===== src/rtl/fetch_unit_pkg.sv =====
// Shared definitions for the instruction fetch stage.
//   fetch_state_e     : fetch FSM encodings (IDLE, FETCH, HOLD, FAULT)
//   NOP_INSTR         : addi x0,x0,0, the instruction register value after reset
//   DEFAULT_RESET_PC  : default program counter loaded on reset
//   OPC_*             : base opcodes shared with the main decoder
//   is_aligned()      : word-alignment test for redirect targets
package fetch_unit_pkg;

  typedef enum logic [1:0] {
    ST_IDLE  = 2'd0,
    ST_FETCH = 2'd1,
    ST_HOLD  = 2'd2,
    ST_FAULT = 2'd3
  } fetch_state_e;

  localparam logic [31:0] NOP_INSTR        = 32'h0000_0013;
  localparam logic [31:0] DEFAULT_RESET_PC = 32'h0000_0000;

  localparam logic [6:0] OPC_LOAD   = 7'b000_0011;
  localparam logic [6:0] OPC_OP_IMM = 7'b001_0011;
  localparam logic [6:0] OPC_AUIPC  = 7'b001_0111;
  localparam logic [6:0] OPC_STORE  = 7'b010_0011;
  localparam logic [6:0] OPC_OP     = 7'b011_0011;
  localparam logic [6:0] OPC_LUI    = 7'b011_0111;
  localparam logic [6:0] OPC_BRANCH = 7'b110_0011;
  localparam logic [6:0] OPC_JALR   = 7'b110_0111;
  localparam logic [6:0] OPC_JAL    = 7'b110_1111;

  function automatic logic is_aligned(input logic [31:0] addr);
    return (addr[1:0] == 2'b00);
  endfunction

endpackage


===== src/rtl/fetch_unit_if.sv =====
// Instruction memory request/response bundle.
//   imem_request  : fetch request (fetch unit -> memory)
//   imem_address  : fetch address, stable while imem_request=1
//   imem_ready    : memory returns imem_data this cycle
//   imem_data     : instruction word from memory
// master = fetch unit, slave = instruction memory.
interface fetch_unit_if;
  logic        imem_request;
  logic [31:0] imem_address;
  logic        imem_ready;
  logic [31:0] imem_data;

  modport master (
    output imem_request,
    output imem_address,
    input  imem_ready,
    input  imem_data
  );

  modport slave (
    input  imem_request,
    input  imem_address,
    output imem_ready,
    output imem_data
  );
endinterface


===== src/rtl/fetch_unit_pc_register.sv =====
// Program counter register with its sequential-address adder.
//   clock     : system clock
//   reset     : synchronous active-high reset, loads RESET_PC
//   load      : capture pc_next on the next rising edge
//   pc_next   : next program counter value
//   pc        : current program counter
//   pc_plus4  : pc + 4, wrapping modulo 2^32
module fetch_unit_pc_register
  import fetch_unit_pkg::*;
#(
  parameter logic [31:0] RESET_PC = DEFAULT_RESET_PC
) (
  input  logic        clock,
  input  logic        reset,
  input  logic        load,
  input  logic [31:0] pc_next,
  output logic [31:0] pc,
  output logic [31:0] pc_plus4
);

  always_ff @(posedge clock) begin
    if (reset) begin
      pc <= RESET_PC;
    end else if (load) begin
      pc <= pc_next;
    end
  end

  // 32-bit add; the carry out of bit 31 is dropped so 0xFFFF_FFFC wraps to 0.
  assign pc_plus4 = pc + 32'd4;

endmodule


===== src/rtl/fetch_unit.sv =====
// Instruction fetch stage: owns the PC, issues one request at a time to a
// variable-latency instruction memory, latches the returned word and offers
// it to decode with a valid/ready handshake.
//   clock, reset        : system clock, synchronous active-high reset
//   imem                : instruction memory bundle (master side)
//   pc_src              : on consume, 1 = redirect to target_address
//   target_address      : branch/jump target from the datapath
//   instruction_ready   : decode consumes the current instruction
//   instruction         : latched instruction word
//   instruction_valid   : instruction register holds the word for pc
//   pc, pc_plus4        : current pc and its sequential successor
//   misaligned_fault    : sticky, a redirect target was not word aligned
//
// state    | meaning
// ---------+----------------------------------------------------------
// ST_IDLE  | one cycle after reset, nothing outstanding
// ST_FETCH | request to memory at pc, waiting for imem_ready
// ST_HOLD  | instruction valid, waiting for decode to consume it
// ST_FAULT | misaligned redirect seen, frozen until reset
module fetch_unit
  import fetch_unit_pkg::*;
#(
  parameter logic [31:0] RESET_PC = DEFAULT_RESET_PC
) (
  input  logic                clock,
  input  logic                reset,
  fetch_unit_if.master        imem,
  input  logic                pc_src,
  input  logic [31:0]         target_address,
  input  logic                instruction_ready,
  output logic [31:0]         instruction,
  output logic                instruction_valid,
  output logic [31:0]         pc,
  output logic [31:0]         pc_plus4,
  output logic                misaligned_fault
);

  fetch_state_e state;

  logic        consume;
  logic        redirect_ok;
  logic        pc_load;
  logic [31:0] pc_next;

  assign consume     = (state == ST_HOLD) && instruction_ready;
  assign redirect_ok = !pc_src || is_aligned(target_address);
  // A misaligned redirect leaves pc pointing at the offending instruction.
  assign pc_load     = consume && redirect_ok;
  assign pc_next     = pc_src ? target_address : pc_plus4;

  fetch_unit_pc_register #(
    .RESET_PC (RESET_PC)
  ) u_pc_register (
    .clock    (clock),
    .reset    (reset),
    .load     (pc_load),
    .pc_next  (pc_next),
    .pc       (pc),
    .pc_plus4 (pc_plus4)
  );

  always_ff @(posedge clock) begin
    if (reset) begin
      state             <= ST_IDLE;
      instruction       <= NOP_INSTR;
      instruction_valid <= 1'b0;
      misaligned_fault  <= 1'b0;
    end else begin
      case (state)
        ST_IDLE: begin
          state <= ST_FETCH;
        end
        ST_FETCH: begin
          if (imem.imem_ready) begin
            instruction       <= imem.imem_data;
            instruction_valid <= 1'b1;
            state             <= ST_HOLD;
          end
        end
        ST_HOLD: begin
          if (instruction_ready) begin
            instruction_valid <= 1'b0;
            if (redirect_ok) begin
              state <= ST_FETCH;
            end else begin
              misaligned_fault <= 1'b1;
              state            <= ST_FAULT;
            end
          end
        end
        ST_FAULT: begin
          state <= ST_FAULT;
        end
        default: begin
          state <= ST_FAULT;
        end
      endcase
    end
  end

  // Request is a pure decode of the state so it drops the cycle after reset
  // is sampled, abandoning any outstanding fetch.
  assign imem.imem_request = (state == ST_FETCH);
  assign imem.imem_address = pc;

endmodule


===== src/flat_wrapper.sv =====
// flat-port wrapper written by rule: the top's interface ports become plain ports
module fetch_unit_flat import fetch_unit_pkg::*;
#(
  parameter logic [31:0] RESET_PC = DEFAULT_RESET_PC
)
  (clock, reset, pc_src, target_address, instruction_ready, instruction, instruction_valid, pc, pc_plus4, misaligned_fault, imem_imem_request, imem_imem_address, imem_imem_ready, imem_imem_data);
  fetch_unit_if imem_i ();
  input  logic clock;
  input  logic reset;
  input  logic pc_src;
  input  logic [31:0] target_address;
  input  logic instruction_ready;
  output logic [31:0] instruction;
  output logic instruction_valid;
  output logic [31:0] pc;
  output logic [31:0] pc_plus4;
  output logic misaligned_fault;
  output wire logic [$bits(imem_i.imem_request)-1:0] imem_imem_request;
  output wire logic [$bits(imem_i.imem_address)-1:0] imem_imem_address;
  input wire logic [$bits(imem_i.imem_ready)-1:0] imem_imem_ready;
  input wire logic [$bits(imem_i.imem_data)-1:0] imem_imem_data;
  assign imem_imem_request = imem_i.imem_request;
  assign imem_imem_address = imem_i.imem_address;
  assign imem_i.imem_ready = imem_imem_ready;
  assign imem_i.imem_data = imem_imem_data;
  fetch_unit #(.RESET_PC(RESET_PC)) u_core (.clock(clock), .reset(reset), .imem(imem_i), .pc_src(pc_src), .target_address(target_address), .instruction_ready(instruction_ready), .instruction(instruction), .instruction_valid(instruction_valid), .pc(pc), .pc_plus4(pc_plus4), .misaligned_fault(misaligned_fault));
endmodule

===== config.mk =====
export PLATFORM = sky130hd
export DESIGN_NAME = fetch_unit_flat
export DESIGN_NICKNAME = d
export VERILOG_FILES = /design/src/rtl/fetch_unit_pkg.sv /design/src/rtl/fetch_unit_if.sv /design/src/rtl/fetch_unit_pc_register.sv /design/src/rtl/fetch_unit.sv /design/src/flat_wrapper.sv
export SDC_FILE = /design/constraint.sdc
export NUM_CORES = 1
export LEC_CHECK = 0
export CAP_MARGIN = 10
export CORE_MARGIN = 5
export CORE_UTILIZATION = 40
export CTS_BUF_LIST = sky130_fd_sc_hd__clkbuf_8
export DETAILED_ROUTE_END_ITERATION = 8
export HOLD_SLACK_MARGIN = 0.1
export PLACE_DENSITY = 0.87
export SLEW_MARGIN = 15
export SYNTH_ARGS = -nofsm -noshare
export SYNTH_HDL_FRONTEND = slang
export SYNTH_SLANG_ARGS = --single-unit

===== constraint.sdc =====
create_clock -name clock -period 2.7 [get_ports clock]
set_input_delay 0.54 -clock clock [delete_from_list [all_inputs] [get_ports clock]]
set_output_delay 0.54 -clock clock [all_outputs]
set_load 0.01 [all_outputs]

==> reports/results.ini, run 1 <==
[cts]
cts_buffers=9
cts_hold_buffers=0
clockRootBuffer=clkbuf_8
cts_tree=built
cts.sinks=68
clock_latency_ps=350
clockBufferDepth=2
clk_pin_slew_ps=80
htree_num_levels=3

[cells_and_area]
nets=723
finish.instance_area_mm2=0.00599
final_layout_size_suffix_gt1_share_pct=15.0
area_growth_pct=67.9
final_util_pct=68.7
n_antenna_cell=0

[job]
drv_cap=0

[floorplan]
die_x_um=104
die_h_um=104
ios=200
die-area_mm2=0.0109
initial_utilization_pct=40.9
fp-row-count=34
core-area_mm2=0.00872

[logic_synthesis]
yosysMostFrequentCell=nand2_1
synth_compound_gate_area_share_pct=19.2
yosysWarnings=0
synthCells=452
netlist_area_mm2=0.00357
syn_area_per_cell_um2=7.90
synth-main-ff-cell=dfxtp_1
synth_top_family_by_area=simple AND/OR/NAND/NOR gates
synthAdderAreaFrac_pct=0.351
synthTopCellsByArea=dfxtp_1, nand2_1, buf_4, a21oi_1, xnor2_1
ys_seq_area_share_pct=38.1
ys_top_cells_by_count=nand2_1, dfxtp_1, a21oi_1, buf_4, nor2_1
synth_seq_cells=68
async_reset_ff_share_pct=0
yosys.area_share.simple_pct=24.8
synth_top_area_share_pct=38.1
yosys-mux-area-fraction_pct=0
yosysTopAreaCell=dfxtp_1
synth.net_count=522
synth.distinct_cells=50
synth_xor_area_share_pct=6.87
synth_edf_count=0

[timing]
min_period_ps=2630
whs_ps=461
worst_slew_pin_slew_ps=811
relSlewSlack_pct=45.7
slew_violations=0
fmax_mhz=381
period_share_pct=97.3
finalHoldViolCount=0
rsz0062_at_grt=true
finalSetupViolCount=0
setup_tns_ps=0
final.setup_skew_ps=9.66

[global_route]
grtUsageMet2_pct=40.5
overflow=0
grt_use_met1_pct=26.9
grt.total_usage_pct=23.4
grtUsageMet3_pct=7.01
grt_pass1_wl_um=21500
grt_pass1_vias=4206
antenna_found_initial=0
top_usage_layer=met2
grt_start_max_net_pins=37

[detailed_routing]
firstDrtPassIters=7
drc_errors=0
drtIter0Drc=261
num_vias=4176
ant_nets=0
routed_wl_um=13300
viasPerCell=5.45
wire_per_inst_um=17.3

[pwr]
power_leakage_uw=0.00235
vdd.ir_drop.worst_mv=0.235
p_per_area_mw_per_mm2=362

[worst_setup_path]
end_kind=output pin
cp_data_arrival_time_ps=2090
setup.worst_path.class=flop to output pin
worstPathCellList=and3_1, nor3b_4, buf_6, buf_4, nand4_1, xnor2_1, clkdlybuf4s15_1
required_ps=2160
max_stage_delay_ps=390
crit_path_start_kind=flop
slowest_stage=dfxtp_4
critical_path_peak_fanout=13

[place]
place_hpwl_um=9920
place_congestion=0.910
postPlaceCellArea_mm2=0.00567
port_buffers=199

[hold_path]
hold_class=flop to flop

[outcome]
status=completed

[cell usage in the layout, fill, tap and decap left out, types with 10 or more instances in the layout]
cell             instances
clkdlybuf4s50_1        175
nand2_1                 85
dfxtp_1                 62
buf_4                   50
a21oi_1                 45
nor2_1                  23
o21ai_0                 18
dlygate4sd2_1           16
xnor2_1                 15
nand3_1                 11
xor2_1                  10
clkbuf_8                10
[final cells by class]
class | instances | area, um^2
Fill cell | 684 | 2730
Sequential cell | 68 | 1370
Inverter | 3 | 11.3
Multi-Input combinational cell | 319 | 1910
Clock inverter | 6 | 47.5
Timing Repair Buffer | 252 | 2380
Tap cell | 108 | 135
Clock buffer | 10 | 138
[per-layer routing]
metal	up-vias	wire [um]
met4	0	334
met2	253	6610
met1	1916	5150
met3	36	1180
met5	-	0
li1	1971	-
[logic make-up after synthesis]
| family | count (synthesis) |
|---|---|
| AO/OA/AOI/OAI | 110 |
| XOR/XNOR | 28 |
| adder cells (fa/ha/maj) | 1 |
| buffers and inverters | 65 |
| flip-flops | 68 |
| AND/OR/NAND/NOR | 180 |
[worst max-delay path, delay by kind of cell, from the launching register on]
kind	cells	cell delay (ps)
xor+xnor	1	230
buf+inv	3	600
flops	1	390
simple gates	3	520
[metrics by stage]
stage / worst slack, ps / cells / power (uW)
6_report: 72.3 / 766 / 2170
2_1_floorplan: 431 / 452 / 1200
3_5_place_dp: 122 / 741 / 1420
5_1_grt: -31.1 / 766 / 2270
4_1_cts: -10.1 / 762 / 2190
3_3_place_gp: 185 / 741 / 1410
[worst paths after layout]
| check | start | end | slack, ps | cells after the start |
|---|---|---|---|---|
| min reg2reg | u_core.instruction[15]$_SDFFE_PP0P_ | u_core.instruction[15]$_SDFFE_PP0P_ | 460 | 2 |
| max | u_core.u_pc_register.pc[17]$_SDFFE_PP0P_ | pc_plus4[25] | 70 | 7 |
| min | u_core.instruction[15]$_SDFFE_PP0P_ | u_core.instruction[15]$_SDFFE_PP0P_ | 460 | 2 |
| max reg2reg | u_core.state[1]$_SDFFE_PP0P_ | u_core.u_pc_register.pc[16]$_SDFFE_PP0P_ | 790 | 5 |
[state kept, by name, summed over array words and instances, names as in the netlist]
name,cells
u_core.u_pc_register.pc,32
u_core.instruction_valid,1
u_core.misaligned_fault,1
u_core.instruction,32
u_core.state,2
[power by group]
group          total [uW]  switching [uW]  internal (uW)
Combinational         337             141            196
Clock                 777             413            364
Sequential           1050            21.1           1030
Total                2170             575           1590
[repair_timing]
item | 4_1_cts | 5_1_grt
setup buffers | 5 | 4
setup endpoints to repair | 23 | 9
gates resized for setup | 35 | 17
pin swaps | 1 | 2
Note: power is estimated with default switching activity, not from simulation.
==> run 2: changes to the inputs <==
--- a/config.mk
+++ b/config.mk
@@ -12,6 +12,7 @@
 export DETAILED_ROUTE_END_ITERATION = 8
 export HOLD_SLACK_MARGIN = 0.1
 export PLACE_DENSITY = 0.87
+export SKIP_CTS_REPAIR_TIMING = 1
 export SLEW_MARGIN = 15
 export SYNTH_ARGS = -nofsm -noshare
 export SYNTH_HDL_FRONTEND = slang
==> run 2 against run 1 <==
  * Clock skew down 1.3 ps
  * Register-to-register slack about the same
  * Critical path type unchanged
  * Routed wire length up 0.41%
  * Largest power group unchanged
  * Die area unchanged
  * Critical endpoint is now pc_plus4[9]
  * Count of clock-buffer cells in the layout unchanged
==> reports/results.ini, run 2 (synthesized netlist as in run 1, its figures left out) <==
[outcome]
status=completed

[timing]
min_period_ps=2560  ; -68.3 ps
whs_ps=462  ; +1.53 ps
setup_slack_ps=141  ; +68.3 ps
fmax_mhz=391  ; +2.7%
finalSetupViolCount=0  ; unchanged
slew_violations=0  ; unchanged
worst_slew_pin_slew_ps=816  ; +5.49 ps
rsz0062_at_grt=false
finalHoldViolCount=0  ; unchanged
relSlewSlack_pct=45.4  ; -0.37 points
period_share_pct=94.8  ; -2.5 points
final.setup_skew_ps=8.39  ; -1.27 ps

[pwr]
vdd.ir_drop.worst_mv=0.269  ; +15%
power_leakage_uw=0.00266  ; +13%
p_per_area_mw_per_mm2=358  ; -1.2%
power_uw=2170  ; about the same

[cells_and_area]
multi_input_area_mm2=0.00193  ; +1.2%
final_util_pct=69.6  ; +0.83 points
n_antenna_cell=0  ; unchanged
layoutNonFillerInstCount=763  ; -0.39%
nets=720  ; -0.41%
layout_commonest_cell=clkdlybuf4s50_1
reg_top3=u_core.instruction x32, u_core.u_pc_register.pc x32, u_core.state x2
fillers=667  ; -2.5%
final_layout_size_suffix_gt1_share_pct=14.5  ; -0.54 points
area_growth_pct=69.9
final_cell_mix=clkdlybuf4s50_1, nand2_1, dfxtp_1
register_area_mm2=0.00137  ; -0.46%

[cts]
cts.sinks=68  ; unchanged
cts_tree=built
clock_latency_ps=340  ; about the same
cts_buffers=9  ; unchanged
clk_pin_slew_ps=80  ; about the same
clockBufferDepth=2  ; unchanged
clockRootBuffer=clkbuf_8
htree_num_levels=3  ; unchanged

[worst_setup_path]
cp_data_arrival_time_ps=2020  ; -70 ps
r2r_slack_ps=790  ; about the same
setup.worst_path.class=flop to output pin
end_kind=output pin
critical_path_peak_fanout=11  ; -2
crit_path_start_kind=flop
required_ps=2160  ; about the same

[floorplan]
core-area_mm2=0.00872  ; unchanged
die_h_um=104  ; unchanged
initial_utilization_pct=40.9  ; unchanged
fp-row-count=34  ; unchanged
die-area_mm2=0.0109  ; unchanged
ios=200  ; unchanged
die_x_um=104  ; unchanged

[detailed_routing]
routed_wl_um=13300  ; +0.41%
num_vias=4133  ; -1.0%
firstDrtPassIters=7  ; unchanged
ant_nets=0  ; unchanged
drtIter0Drc=240  ; -8.0%
wire_per_inst_um=17.5  ; +0.81%
viasPerCell=5.42  ; -0.64%
drc_errors=0  ; unchanged

[global_route]
grt.total_usage_pct=22.9  ; -0.47 points
overflow=0  ; unchanged
antenna_found_initial=0  ; unchanged
grt_start_max_net_pins=37  ; unchanged
grt_pass1_wl_um=21100  ; -1.8%
grt_pass1_vias=4148  ; -1.4%

[place]
place_congestion=0.910  ; unchanged
place_hpwl_um=9920  ; unchanged
port_buffers=199  ; unchanged
place_inst=741  ; unchanged
pre_cts_ws_ps=122  ; unchanged

[job]
drv_cap=0  ; unchanged

[hold_path]
hold_class=flop to flop

-- run 2: area by class of cell --
class | instances | share of cell area [%]
Timing Repair Buffer | 249 | 40.2
Inverter | 3 | 0.186
Multi-Input combinational cell | 319 | 31.8
Clock buffer | 10 | 2.27
Sequential cell | 68 | 22.5
Clock inverter | 6 | 0.784
Tap cell | 108 | 2.23
-- run 2: final timing paths --
path / cells past startpoint / end / from
worst max-delay path: 5 / pc_plus4[9] / u_core.u_pc_register.pc[3]$_SDFFE_PP0P_
worst min-delay path: 2 / u_core.instruction[13]$_SDFFE_PP0P_ / u_core.instruction[13]$_SDFFE_PP0P_
worst min register to register: 2 / u_core.instruction[13]$_SDFFE_PP0P_ / u_core.instruction[13]$_SDFFE_PP0P_
worst max register to register: 5 / u_core.u_pc_register.pc[16]$_SDFFE_PP0P_ / u_core.state[1]$_SDFFE_PP0P_
-- run 2: per-stage QoR --
stage | cell area [um^2] | setup TNS (ps)
6_report | 6070 | 0
5_1_grt | 6070 | 0
4_1_cts | 5850 | -3970
3_5_place_dp | 5670 | 0
3_3_place_gp | 5670 | 0
2_1_floorplan | 3570 | 0
-- run 2: critical path, cell delays in order, from the launching register on --
cell and delay [ps]:
dfxtp_1 380, nand4_1 220, nor2_1 160, buf_4 200
xor2_1 160, clkdlybuf4s50_1 550
-- run 2: per-layer routing --
layer  wire (um)  vias up  share of wire [%]  global-route usage, %
met1        5130     1907                 38                   26.2
met4         294        0                2.2                   7.96
li1            -     1958                  -                      -
met2        6670      235                 50                   39.7
met3        1250       33                9.3                   7.51
met5           0        -                  0                      0
-- run 2: power by group --
| group | leakage (uW) | internal (uW) | switching (uW) |
|---|---|---|---|
| combinational | 0.00202 | 197 | 140 |
| clock | 0.0000815 | 364 | 412 |
| sequential | 0.000553 | 1030 | 21.2 |
==> run 3: changes to the inputs <==
--- a/config.mk
+++ b/config.mk
@@ -7,11 +7,11 @@
 export LEC_CHECK = 0
 export CAP_MARGIN = 10
 export CORE_MARGIN = 5
-export CORE_UTILIZATION = 40
+export CORE_UTILIZATION = 36
 export CTS_BUF_LIST = sky130_fd_sc_hd__clkbuf_8
 export DETAILED_ROUTE_END_ITERATION = 8
 export HOLD_SLACK_MARGIN = 0.1
-export PLACE_DENSITY = 0.87
+export PLACE_DENSITY = 0.83
 export SKIP_CTS_REPAIR_TIMING = 1
 export SLEW_MARGIN = 15
 export SYNTH_ARGS = -nofsm -noshare
==> constraint.sdc (replaced) <==
create_clock -name clock -period 2.35 [get_ports clock]
set_input_delay 0.47 -clock clock [delete_from_list [all_inputs] [get_ports clock]]
set_output_delay 0.47 -clock clock [all_outputs]
set_load 0.01 [all_outputs]
==> run 3 against run 2 <==
  * Design area is 4.4% higher
  * Largest cell class unchanged
  * Critical path depth is the same
  * Cell count grew 6.0%
  * Global-route usage fell by 1.9 points
  * Core utilization shrank 4.4 points
  * The flow now finishes with violations (negative setup slack)
==> reports/results.ini, run 3 (synthesized netlist as in run 1, its figures left out) <==
[outcome]
status=finished, violations left
violations=negative setup slack

[worst_setup_path]
max_stage_delay_ps=550  ; about the same
setup.worst_path.class=flop to output pin
critPathBufInv=2  ; unchanged
worstPathCellList=nand4_1, nor2_2, buf_4, xor2_1, clkdlybuf4s50_1
slowest_stage=clkdlybuf4s50_1
critical_path_peak_fanout=4  ; -7
end_kind=output pin
cp_data_arrival_time_ps=1970  ; -50 ps
path_delay_family=buffers and inverters
required_ps=1880  ; -280 ps
crit_path_start_kind=flop

[cells_and_area]
multi_input_area_mm2=0.00196  ; +1.4%
n_antenna_cell=0  ; unchanged
nets=741  ; +2.9%
finish.instance_area_mm2=0.00633  ; +4.4%
fillers=768  ; +15%
reg_top3=u_core.instruction x32, u_core.u_pc_register.pc x32, u_core.state x2
area_growth_pct=77.5
layoutNonFillerInstCount=809  ; +6.0%
final_cell_mix=clkdlybuf4s50_1, nand2_1, buf_4
final_layout_size_suffix_gt1_share_pct=20.6  ; +6.1 points
register_area_mm2=0.00139  ; +1.5%
final_util_pct=65.1  ; -4.4 points
layout_commonest_cell=clkdlybuf4s50_1

[floorplan]
die_h_um=110  ; +4.9%
initial_utilization_pct=36.7  ; -4.2 points
ios=200  ; unchanged
die-area_mm2=0.0120  ; +10%
core-area_mm2=0.00973  ; +12%
fp-row-count=36  ; +5.9%
die_x_um=110  ; +4.9%

[detailed_routing]
drc_errors=0  ; unchanged
ant_nets=0  ; unchanged
num_vias=4264  ; +3.2%
routed_wl_um=13800  ; +3.2%
firstDrtPassIters=5  ; -2
drtIter0Drc=280  ; +17%
wire_per_inst_um=17.0  ; -2.6%
viasPerCell=5.27  ; -2.7%

[place]
place_inst=786  ; +6.1%
place_hpwl_um=9990  ; +0.68%
postPlaceCellArea_mm2=0.00584  ; +3.0%
port_buffers=199  ; unchanged
place_congestion=0.881  ; -3.1%

[cts]
cts.sinks=68  ; unchanged
clockBufferDepth=2  ; unchanged
clock_latency_ps=340  ; about the same
cts_buffers=9  ; unchanged
clk_pin_slew_ps=80  ; about the same
cts_tree=built
clockRootBuffer=clkbuf_8
htree_num_levels=3  ; unchanged

[global_route]
overflow=0  ; unchanged
grt.total_usage_pct=21.0  ; -1.9 points
antenna_found_initial=0  ; unchanged
grt_pass1_wl_um=20200  ; -4.1%
grt_start_max_net_pins=34  ; -8.1%
grt_pass1_vias=4213  ; +1.6%

[pwr]
vdd.ir_drop.worst_mv=0.247  ; -8.2%
p_int_uw=2230  ; +39%
swShare_pct=22.6  ; -3.8 points
p_per_area_mw_per_mm2=454  ; +27%
seq_power_share_pct=42.1  ; -6.6 points
power_leakage_uw=0.00272  ; +2.5%
combPwrFrac_pct=13.6  ; -2.0 points
clkPwrFrac_pct=44.3  ; +8.5 points
p_sw_uw=651  ; +14%

[timing]
period_share_pct=104
worst_slew_pin_slew_ps=582  ; -234 ps
whs_ps=457  ; -4.90 ps
relSlewSlack_pct=61.2  ; +16 points
finalHoldViolCount=0  ; unchanged
slew_violations=0  ; unchanged
setup_tns_ps=-142  ; -142 ps
rsz0062_at_grt=true
finalSetupViolCount=2  ; +2
min_period_ps=2440
fmax_mhz=410
final.setup_skew_ps=10.4  ; +2.04 ps
setup_slack_ps=-91.9  ; -232 ps

[job]
drv_cap=0  ; unchanged

[hold_path]
hold_class=flop to flop

## run 3: cell types whose count changed in the layout (fill, tap and decap cells not counted), sizes merged
cell           before  now
buf                51   77
bufinv              0    4
clkbuf             10   12
clkdlybuf4s50     175  173
clkinv              0    1
clkinvlp            4    1
dlymetal6s2s       23   17
inv                 5    4
## run 3: worst paths after layout
check	start	end	slack [ps]	cells past startpoint
max	u_core.u_pc_register.pc[2]$_SDFFE_PP0P_	pc_plus4[9]	-90	5
min	u_core.instruction[25]$_SDFFE_PP0P_	u_core.instruction[25]$_SDFFE_PP0P_	460	2
max reg2reg	u_core.u_pc_register.pc[2]$_SDFFE_PP0P_	u_core.u_pc_register.pc[13]$_SDFFE_PP0P_	480	8
min reg2reg	u_core.instruction[25]$_SDFFE_PP0P_	u_core.instruction[25]$_SDFFE_PP0P_	460	2
## run 3: power groups by stage
stage | clock network, uW | registers, uW | logic (uW)
finish | 1270 | 1210 | 391
global route | 1350 | 1220 | 422
CTS | 1300 | 1210 | 393
detailed placement | 0 | 1240 | 391
global placement | 0 | 1240 | 383
floorplan | 0 | 1250 | 125
## run 3: area by class of cell
type | instances | share of cell area, %
repair buffers | 270 | 40.3
multi-input cells | 319 | 30.9
flip-flops and latches | 68 | 21.9
well taps | 133 | 2.63
clock inverters | 7 | 2.21
clock buffers | 9 | 1.96
inverters | 3 | 0.178
## run 3: per-stage QoR
step	worst slack, ps	power, uW
final	-91.9	2880
after global routing	-206	2990
after CTS	-459	2900
after detailed placement	-23.8	1630
after global placement	13.1	1620
after floorplan	151	1380
## run 3: per-layer routing
layer | global-route usage, % | up-vias | routed length (um)
met2 | 38.2 | 239 | 7050
met5 | 0 | - | 0
met3 | 4.76 | 42 | 1150
met1 | 23.7 | 1989 | 5230
met4 | 7.93 | 0 | 337
li1 | - | 1994 | -
## run 3: worst register-to-register path, stage by stage, from the launching register on
cell and delay, ps:
dfxtp_4 380, nand4_1 200, buf_4 210, buf_6 110, nor4_4 210, xor2_1 130, buf_4 150, a221oi_1 300
nor2_1 60
